$ cat src/rtl/bin2bcd_seq_if.sv
// Handshake and result bundle for bin2bcd_seq: start/value request, ready/done
// status and the BCD digits plus sign flag for a seven-segment decoder.
interface bin2bcd_seq_if;
  logic       start;
  logic [7:0] value;
  logic       ready;
  logic       done;
  logic [3:0] hundreds;
  logic [3:0] tens;
  logic [3:0] ones;
  logic       neg;

  modport master (
    output start,
    output value,
    input  ready,
    input  done,
    input  hundreds,
    input  tens,
    input  ones,
    input  neg
  );

  modport slave (
    input  start,
    input  value,
    output ready,
    output done,
    output hundreds,
    output tens,
    output ones,
    output neg
  );
endinterface

$ cat src/rtl/bin2bcd_seq.sv
// Sequential 8-bit binary to 3-digit BCD converter (shift-and-add-3), one
// conversion per 9 clocks, with optional two's-complement sign handling.
module bin2bcd_seq #(
  parameter bit SIGNED = 1'b1
) (
  input  logic          clk,
  input  logic          reset,
  bin2bcd_seq_if.slave  bus
);

  typedef enum logic {
    IDLE,
    SHIFT
  } state_t;

  state_t      state, state_d;
  logic [7:0]  mag, mag_d;
  logic        sign, sign_d;
  logic [11:0] bcd, bcd_d;
  logic [3:0]  cnt, cnt_d;
  logic [3:0]  hund_q, hund_d;
  logic [3:0]  tens_q, tens_d;
  logic [3:0]  ones_q, ones_d;
  logic        neg_q, neg_d;
  logic        done_q, done_d;

  logic        neg_in;
  logic [7:0]  mag_in;
  logic [11:0] bcd_adj;
  logic [19:0] sh;

  function automatic logic [3:0] adj3(input logic [3:0] d);
    return (d >= 4'd5) ? d + 4'd3 : d;
  endfunction

  // Magnitude fits in 8 unsigned bits: negating 8'h80 yields 8'h80 = 128.
  always_comb begin
    neg_in = SIGNED && bus.value[7];
    mag_in = neg_in ? (~bus.value + 8'd1) : bus.value;
  end

  always_comb begin
    bcd_adj = {adj3(bcd[11:8]), adj3(bcd[7:4]), adj3(bcd[3:0])};
    sh      = {bcd_adj, mag} << 1;
  end

  always_comb begin
    state_d = state;
    mag_d   = mag;
    sign_d  = sign;
    bcd_d   = bcd;
    cnt_d   = cnt;
    hund_d  = hund_q;
    tens_d  = tens_q;
    ones_d  = ones_q;
    neg_d   = neg_q;
    done_d  = 1'b0;

    unique case (state)
      IDLE: begin
        if (bus.start) begin
          mag_d   = mag_in;
          sign_d  = neg_in;
          bcd_d   = '0;
          cnt_d   = '0;
          state_d = SHIFT;
        end
      end
      SHIFT: begin
        bcd_d = sh[19:8];
        mag_d = sh[7:0];
        cnt_d = cnt + 4'd1;
        if (cnt == 4'd7) begin
          hund_d  = sh[19:16];
          tens_d  = sh[15:12];
          ones_d  = sh[11:8];
          neg_d   = sign;
          done_d  = 1'b1;
          cnt_d   = '0;
          state_d = IDLE;
        end
      end
      default: state_d = IDLE;
    endcase
  end

  always_ff @(posedge clk) begin
    if (reset) begin
      state  <= IDLE;
      mag    <= '0;
      sign   <= 1'b0;
      bcd    <= '0;
      cnt    <= '0;
      hund_q <= '0;
      tens_q <= '0;
      ones_q <= '0;
      neg_q  <= 1'b0;
      done_q <= 1'b0;
    end else begin
      state  <= state_d;
      mag    <= mag_d;
      sign   <= sign_d;
      bcd    <= bcd_d;
      cnt    <= cnt_d;
      hund_q <= hund_d;
      tens_q <= tens_d;
      ones_q <= ones_d;
      neg_q  <= neg_d;
      done_q <= done_d;
    end
  end

  assign bus.ready    = (state == IDLE);
  assign bus.done     = done_q;
  assign bus.hundreds = hund_q;
  assign bus.tens     = tens_q;
  assign bus.ones     = ones_q;
  assign bus.neg      = neg_q;

endmodule

$ cat src/flat_wrapper.sv
// flat-port wrapper written by rule: the top's interface ports become plain ports
module bin2bcd_seq_flat 
#(
  parameter bit SIGNED = 1'b1
)
  (clk, reset, bus_start, bus_value, bus_ready, bus_done, bus_hundreds, bus_tens, bus_ones, bus_neg);
  bin2bcd_seq_if bus_i ();
  input  logic clk;
  input  logic reset;
  input wire logic [$bits(bus_i.start)-1:0] bus_start;
  input wire logic [$bits(bus_i.value)-1:0] bus_value;
  output wire logic [$bits(bus_i.ready)-1:0] bus_ready;
  output wire logic [$bits(bus_i.done)-1:0] bus_done;
  output wire logic [$bits(bus_i.hundreds)-1:0] bus_hundreds;
  output wire logic [$bits(bus_i.tens)-1:0] bus_tens;
  output wire logic [$bits(bus_i.ones)-1:0] bus_ones;
  output wire logic [$bits(bus_i.neg)-1:0] bus_neg;
  assign bus_i.start = bus_start;
  assign bus_i.value = bus_value;
  assign bus_ready = bus_i.ready;
  assign bus_done = bus_i.done;
  assign bus_hundreds = bus_i.hundreds;
  assign bus_tens = bus_i.tens;
  assign bus_ones = bus_i.ones;
  assign bus_neg = bus_i.neg;
  bin2bcd_seq #(.SIGNED(SIGNED)) u_core (.clk(clk), .reset(reset), .bus(bus_i));
endmodule
$ cat config.mk
export PLATFORM = sky130hd
export DESIGN_NAME = bin2bcd_seq_flat
export DESIGN_NICKNAME = d
export VERILOG_FILES = /design/src/rtl/bin2bcd_seq_if.sv /design/src/rtl/bin2bcd_seq.sv /design/src/flat_wrapper.sv
export SDC_FILE = /design/constraint.sdc
export NUM_CORES = 1
export LEC_CHECK = 0
export ABC_AREA = 1
export CAP_MARGIN = 10
export CELL_PAD_IN_SITES_DETAIL_PLACEMENT = 1
export CELL_PAD_IN_SITES_GLOBAL_PLACEMENT = 2
export CORE_MARGIN = 3
export CORE_UTILIZATION = 31
export DETAILED_ROUTE_END_ITERATION = 7
export PLACE_DENSITY_LB_ADDON = 0.1
export SLEW_MARGIN = 20
export SYNTH_ARGS = -nofsm -noshare
export SYNTH_HDL_FRONTEND = slang
export SYNTH_SLANG_ARGS = --single-unit
$ cat constraint.sdc
create_clock -name clk -period 1.5 [get_ports clk]
set_input_delay 0.225 -clock clk [delete_from_list [all_inputs] [get_ports clk]]
set_output_delay 0.225 -clock clk [all_outputs]
set_load 0.01 [all_outputs]
# --- After elaboration in Yosys (flattened, before gate mapping) ---
# Cells that the tools add are included.
word_totals:
  in_bits: 11
  ff_bits: 40
  word_cells: 40
classes:
  n_mux: 15
  eq_ne: 2
  n_addsub: 5
  bitwise: 2
  n_reduce_logical: 3
  order_cmp: 3
ops:
  columns: ["op", "n"]
  rows:
  - ["$pmux 12 s2", 1]
  - ["$mux 4", 4]
  - ["$mux 8", 2]
  - ["$pmux 8 s2", 1]
  - ["$ge 4x3->1 const B", 3]
  - ["$mux 12", 1]
  - ["$add 4x2->4 const B", 2]
  - ["$add 8x1->8 const B", 1]
  - ["$not 8->8", 1]
  - ["$pmux 4 s2", 1]
  - ["$add 4x1->4 const B", 1]
  - ["$eq 4x3->1 const B", 1]
  - ["$reduce_and 2->1", 2]
  - ["$add 3x2->3 const B", 1]
  - ["$mux 1", 3]
  - ["$mux 3", 1]
  - ["$ne 2x2->1 const B", 1]
  - ["$pmux 1 s2", 1]
  - ["$reduce_or 2->1", 1]
  - ["$not 1->1", 1]

# --- Longest topological paths before layout ---
logic_depth:
  depth_word: 5
  depth_mapped: 9
  mapped_depth_nobuf: 8

# --- Worst setup path before layout ---
# No wires, ideal clock.
synth_timing:
  path_type: "register to register"
  from: "register u_core.bcd[0]"
  to: "register u_core.bcd[1]"
  path_stages_with_launch: 9
  n_path_buf: 0
  required_time_ns: 1.368
  arrival_time_ns: 1.064
  path_slack_ns: 0.304
  cell_sequence: "dfxtp_1 > inv_1 > ha_1 > inv_1 > o21ai_2 > nand2_1 > nand2_1 > nand3_1 > a21oi_1"
synth_between:
  elab_chain_cells: 3
  elab_cells_between_ends: 4
  cone_classes: "add/sub: 1; order compare: 1; mux: 2"
synth_rtl:
  columns: ["item", "line_no", "source"]
  rows:
  - ["start: declaration", "bin2bcd_seq.sv:19", "logic [11:0] bcd, bcd_d;"]
  - ["start signal: assignment", "bin2bcd_seq.sv:92", "bcd <= '0;"]
  - ["start signal: assignment", "bin2bcd_seq.sv:103", "bcd <= bcd_d;"]
  - ["$add 4x2->4 / $ge 4x3->1 (equally long branches)", "bin2bcd_seq.sv:33", "return (d >= 4'd5) ? d + 4'd3 : d;"]
  - ["$mux 4 (*)", "bin2bcd_seq.sv:33", null]
  - ["$pmux 12 s2 (*)", "bin2bcd_seq.sv:59", "unique case (state)"]
# Mark *: on every way between the ends. The rest lies on a longest branch, timed or not.
# A chain may end at the register's enable or synchronous reset.

# --- Worst setup path in the final report ---
layout_timing:
  from: "register u_core.neg_q, in the netlist u_core.bus.neg"
  to: "output port bus_neg"
layout_lines:
  columns: ["item", "line_no", "source"]
  rows:
  - ["start: declaration", "bin2bcd_seq.sv:24", "logic neg_q, neg_d;"]
  - ["start signal: assignment", "bin2bcd_seq.sv:108", "neg_q <= neg_d;"]
  - ["end: declaration", "flat_wrapper.sv:17", "output wire logic [$bits(bus_i.neg)-1:0] bus_neg;"]
# No word-level cell between the ends.

==> results.tsv <==
stage	metric	value	unit
global_routing	track_usage	14.3	%
detailed_routing	ant_nets	0	
sta	fin_crit	1430	ps
clock_network	cts.htree.levels	2	
sta	timing_hold_violations_final	0	
clock_network	clk_transition_reported_paths	70	ps
critical_path	cp_top_family	buffers and inverters	
logic_synthesis	syn_inst	263	
global_routing	grt_busiest_layer	met2	
logic_synthesis	synthDistinctLibCells	33	
detailed_routing	wirelength	4760	microns
power_and_ir_drop	seqPwrFrac	55.5	%
global_routing	grt_pass1_wl	8340	microns
min_path	hp-class	reg2reg	
cells_and_area	fillCellCount	768	
cells_and_area	syn_to_final_growth	21.8	%
logic_synthesis	synth-compound-area-share	14.0	%
clock_network	tritoncts	yes	
logic_synthesis	synth.area.top_cells	dfxtp_1, nand2_1, nand3_1, a21oi_1, ha_1	
global_routing	antenna_found_initial	0	
critical_path	crit_chain	clkdlybuf4s50_1	
clock_network	cts_buffers	5	
run_status	outcome	finished clean	
clock_network	postCtsHoldBufs	0	
clock_network	clock_latency	290	ps
sta	fin_crit_sh	95.3	%
detailed_routing	wl_per_cell	13.0	microns
place	gp_congestion	0.743	
global_routing	overflow	0	
global_routing	met2_usage	22.5	%
clock_network	cts_setup_buffers	0	
logic_synthesis	synth_top_area_cell	dfxtp_1	
global_routing	grt_use_met3	2.91	%
critical_path	crit_required	1270	ps
place	dp_hpwl	3530	microns
power_and_ir_drop	p_int	1.48	mW
critical_path	critPathCaptureType	output pin	
global_routing	grt_max_degree	26	
critical_path	crit_path_top_delay_cell	clkdlybuf4s50_1	
detailed_routing	dr.pass1.iters	4	
sta	tns	0	ps
power_and_ir_drop	power_leakage	0.990	nW
logic_synthesis	yosysTopAreaCellShare	41.0	%
floorplan	dieWidth	85.4	microns
floorplan	rows	28	
sta	rsz0062_at_grt	false	
power_and_ir_drop	power	1.97	mW
clock_network	cts_resized	0	
logic_synthesis	synthSimpleGateAreaFrac	30.1	%
clock_network	root_buffer	clkbuf_8	
cells_and_area	n_antenna_cell	0	
sta	fin_skew	5.58	ps
detailed_routing	drc_errors	0	
cells_and_area	fin_cells	367	
cells_and_area	final_util	39.5	%
global_routing	grt_pass1_vias	1771	
logic_synthesis	synth_top_family_by_area	simple AND/OR/NAND/NOR gates	
place	place_inst	360	
critical_path	crit_buf_inv	1	
critical_path	cp_max_fo	2	
detailed_routing	drtIter0Drc	54	
cells_and_area	layout.nets	311	
power_and_ir_drop	ir_drop	0.395	mV
power_and_ir_drop	power.density	829	mW/mm^2
cells_and_area	drive_gt1_share	11.6	%
sta	max_freq	700	MHz
clock_network	clk_path_buf_depth	2	
logic_synthesis	synth_xor_area_share	0.448	%
logic_synthesis	synth_fa_ha_area_share	5.12	%
logic_synthesis	synth-seq-cells	40	
logic_synthesis	muxShareOfSynthArea	0	%
place	numPortBuffers	25	
sta	hold_ws	449	ps
critical_path	worstSetupPathType	reg2out	
global_routing	met1_usage	19.5	%
sta	slew_viol_final	0	
sta	setup_viol	0	
critical_path	cp-start-kind	register	
clock_network	clock_sinks	40	
floorplan	dieArea	0.00729	sq mm
logic_synthesis	ys_warn_count	0	
detailed_routing	viasPerCell	4.78	
logic_synthesis	syn_avg_cell_area	7.43	sq um
logic_synthesis	yosysSeqAreaShare	41.0	%
power_and_ir_drop	pwr-share-clk	34.6	%
floorplan	io_pins	26	
critical_path	slowest_delay	560	ps
power_and_ir_drop	pwr-share-comb	9.8	%
detailed_routing	vias	1754	
power_and_ir_drop	power.switching	0.493	mW
floorplan	start_util	32.4	%
logic_synthesis	synth_nets	282	
critical_path	crit_arrival	1200	ps
power_and_ir_drop	netSwitchingFraction	25.0	%
floorplan	die-height	85.4	microns
floorplan	core	0.00603	sq mm
logic_synthesis	synthesis.area	0.00195	sq mm
sta	relSlewSlack	80.2	%
sta	worst_pin_slew	296	ps
job	cap_violations	0	
registers in the layout, summed over array words and instances (netlist names):
register,flops
u_core.bus.tens,4
u_core.cnt,4
u_core.state,1
u_core.bus.done,1
u_core.bcd,12
u_core.bus.hundreds,4
u_core.mag,8
u_core.bus.neg,1
u_core.sign,1
u_core.bus.ones,4
cells by family (layout without fill, tap and decap cells):
| logic type | count (synthesis) | in the layout |
|---|---|---|
| AND/OR/NAND/NOR | 130 | 130 |
| AO/OA/AOI/OAI | 46 | 46 |
| flip-flops | 40 | 40 |
| buffers and inverters | 38 | 67 |
| adder cells (fa/ha/maj) | 8 | 8 |
| XOR/XNOR | 1 | 1 |
power by group through the flow:
stage | Sequential, mW | Clock [mW] | Combinational, mW
finish | 1.10 | 0.683 | 0.194
global route | 1.10 | 0.747 | 0.220
CTS | 1.10 | 0.712 | 0.199
detailed placement | 1.12 | 0 | 0.199
global placement | 1.12 | 0 | 0.197
floorplan | 1.12 | 0 | 0.124
final timing paths:
check,start,endpoint,slack (ps),cells past startpoint
setup / recovery,u_core.bus.neg,bus_neg,70,1
hold / removal,u_core.bus.hundreds[3],u_core.bus.hundreds[3],450,2
setup reg to reg,u_core.cnt[0],u_core.bus.ones[0],130,7
hold reg to reg,u_core.bus.hundreds[3],u_core.bus.hundreds[3],450,2
cells in the final DEF, fill, tap and decap left out, types with 5 or more instances in the layout:
cell,instances
buf_4,7
dfxtp_1,39
nand3_1,34
a21oi_1,26
inv_2,7
a22oi_1,5
nor2_1,8
nand2_1,75
clkdlybuf4s50_1,24
clkbuf_8,5
ha_1,7
inv_1,19
synth_stat cells, drive strengths merged:
master   n
clkinv   1
nor4     1
nand3   35
buf     10
a21oi   26
a22oi    5
nand4    2
o21ai    6
inv     26
xnor2    1
dfxtp   40
or2      1
o211ai   3
nand2   79
nand3b   1
a21o     1
a22o     2
nor2    10
clkbuf   1
a211oi   1
and3     1
ha       8
a31oi    2
tightest hold or removal path: cells and delay by family (launching register included):
kind / cells / cell delay, ps
flops: 1 / 310
simple gates: 2 / 100
final cells by class:
type | instances | area [sq um] | share of cell area, %
multi-input combinational | 185 | 977 | 41.1
sequential | 40 | 802 | 33.7
timing repair buffer | 33 | 325 | 13.7
inverter | 27 | 103 | 4.31
tap | 75 | 93.8 | 3.95
clock buffer | 6 | 72.6 | 3.05
clock inverter | 1 | 5.00 | 0.210
routing by layer:
layer	vias up	share of wire (%)
met3	4	2.5
met2	16	46
met4	0	0.97
li1	926	-
met1	808	51
met5	-	0
through the flow:
stage	setup WS, ps	instance area [sq um]
after floorplan	304	1950
after global placement	3.42	2290
after detailed placement	-15.1	2290
after CTS	1.54	2370
after global routing	1.94	2380
final	71.0	2380
Power figures use the tool's default switching activity.
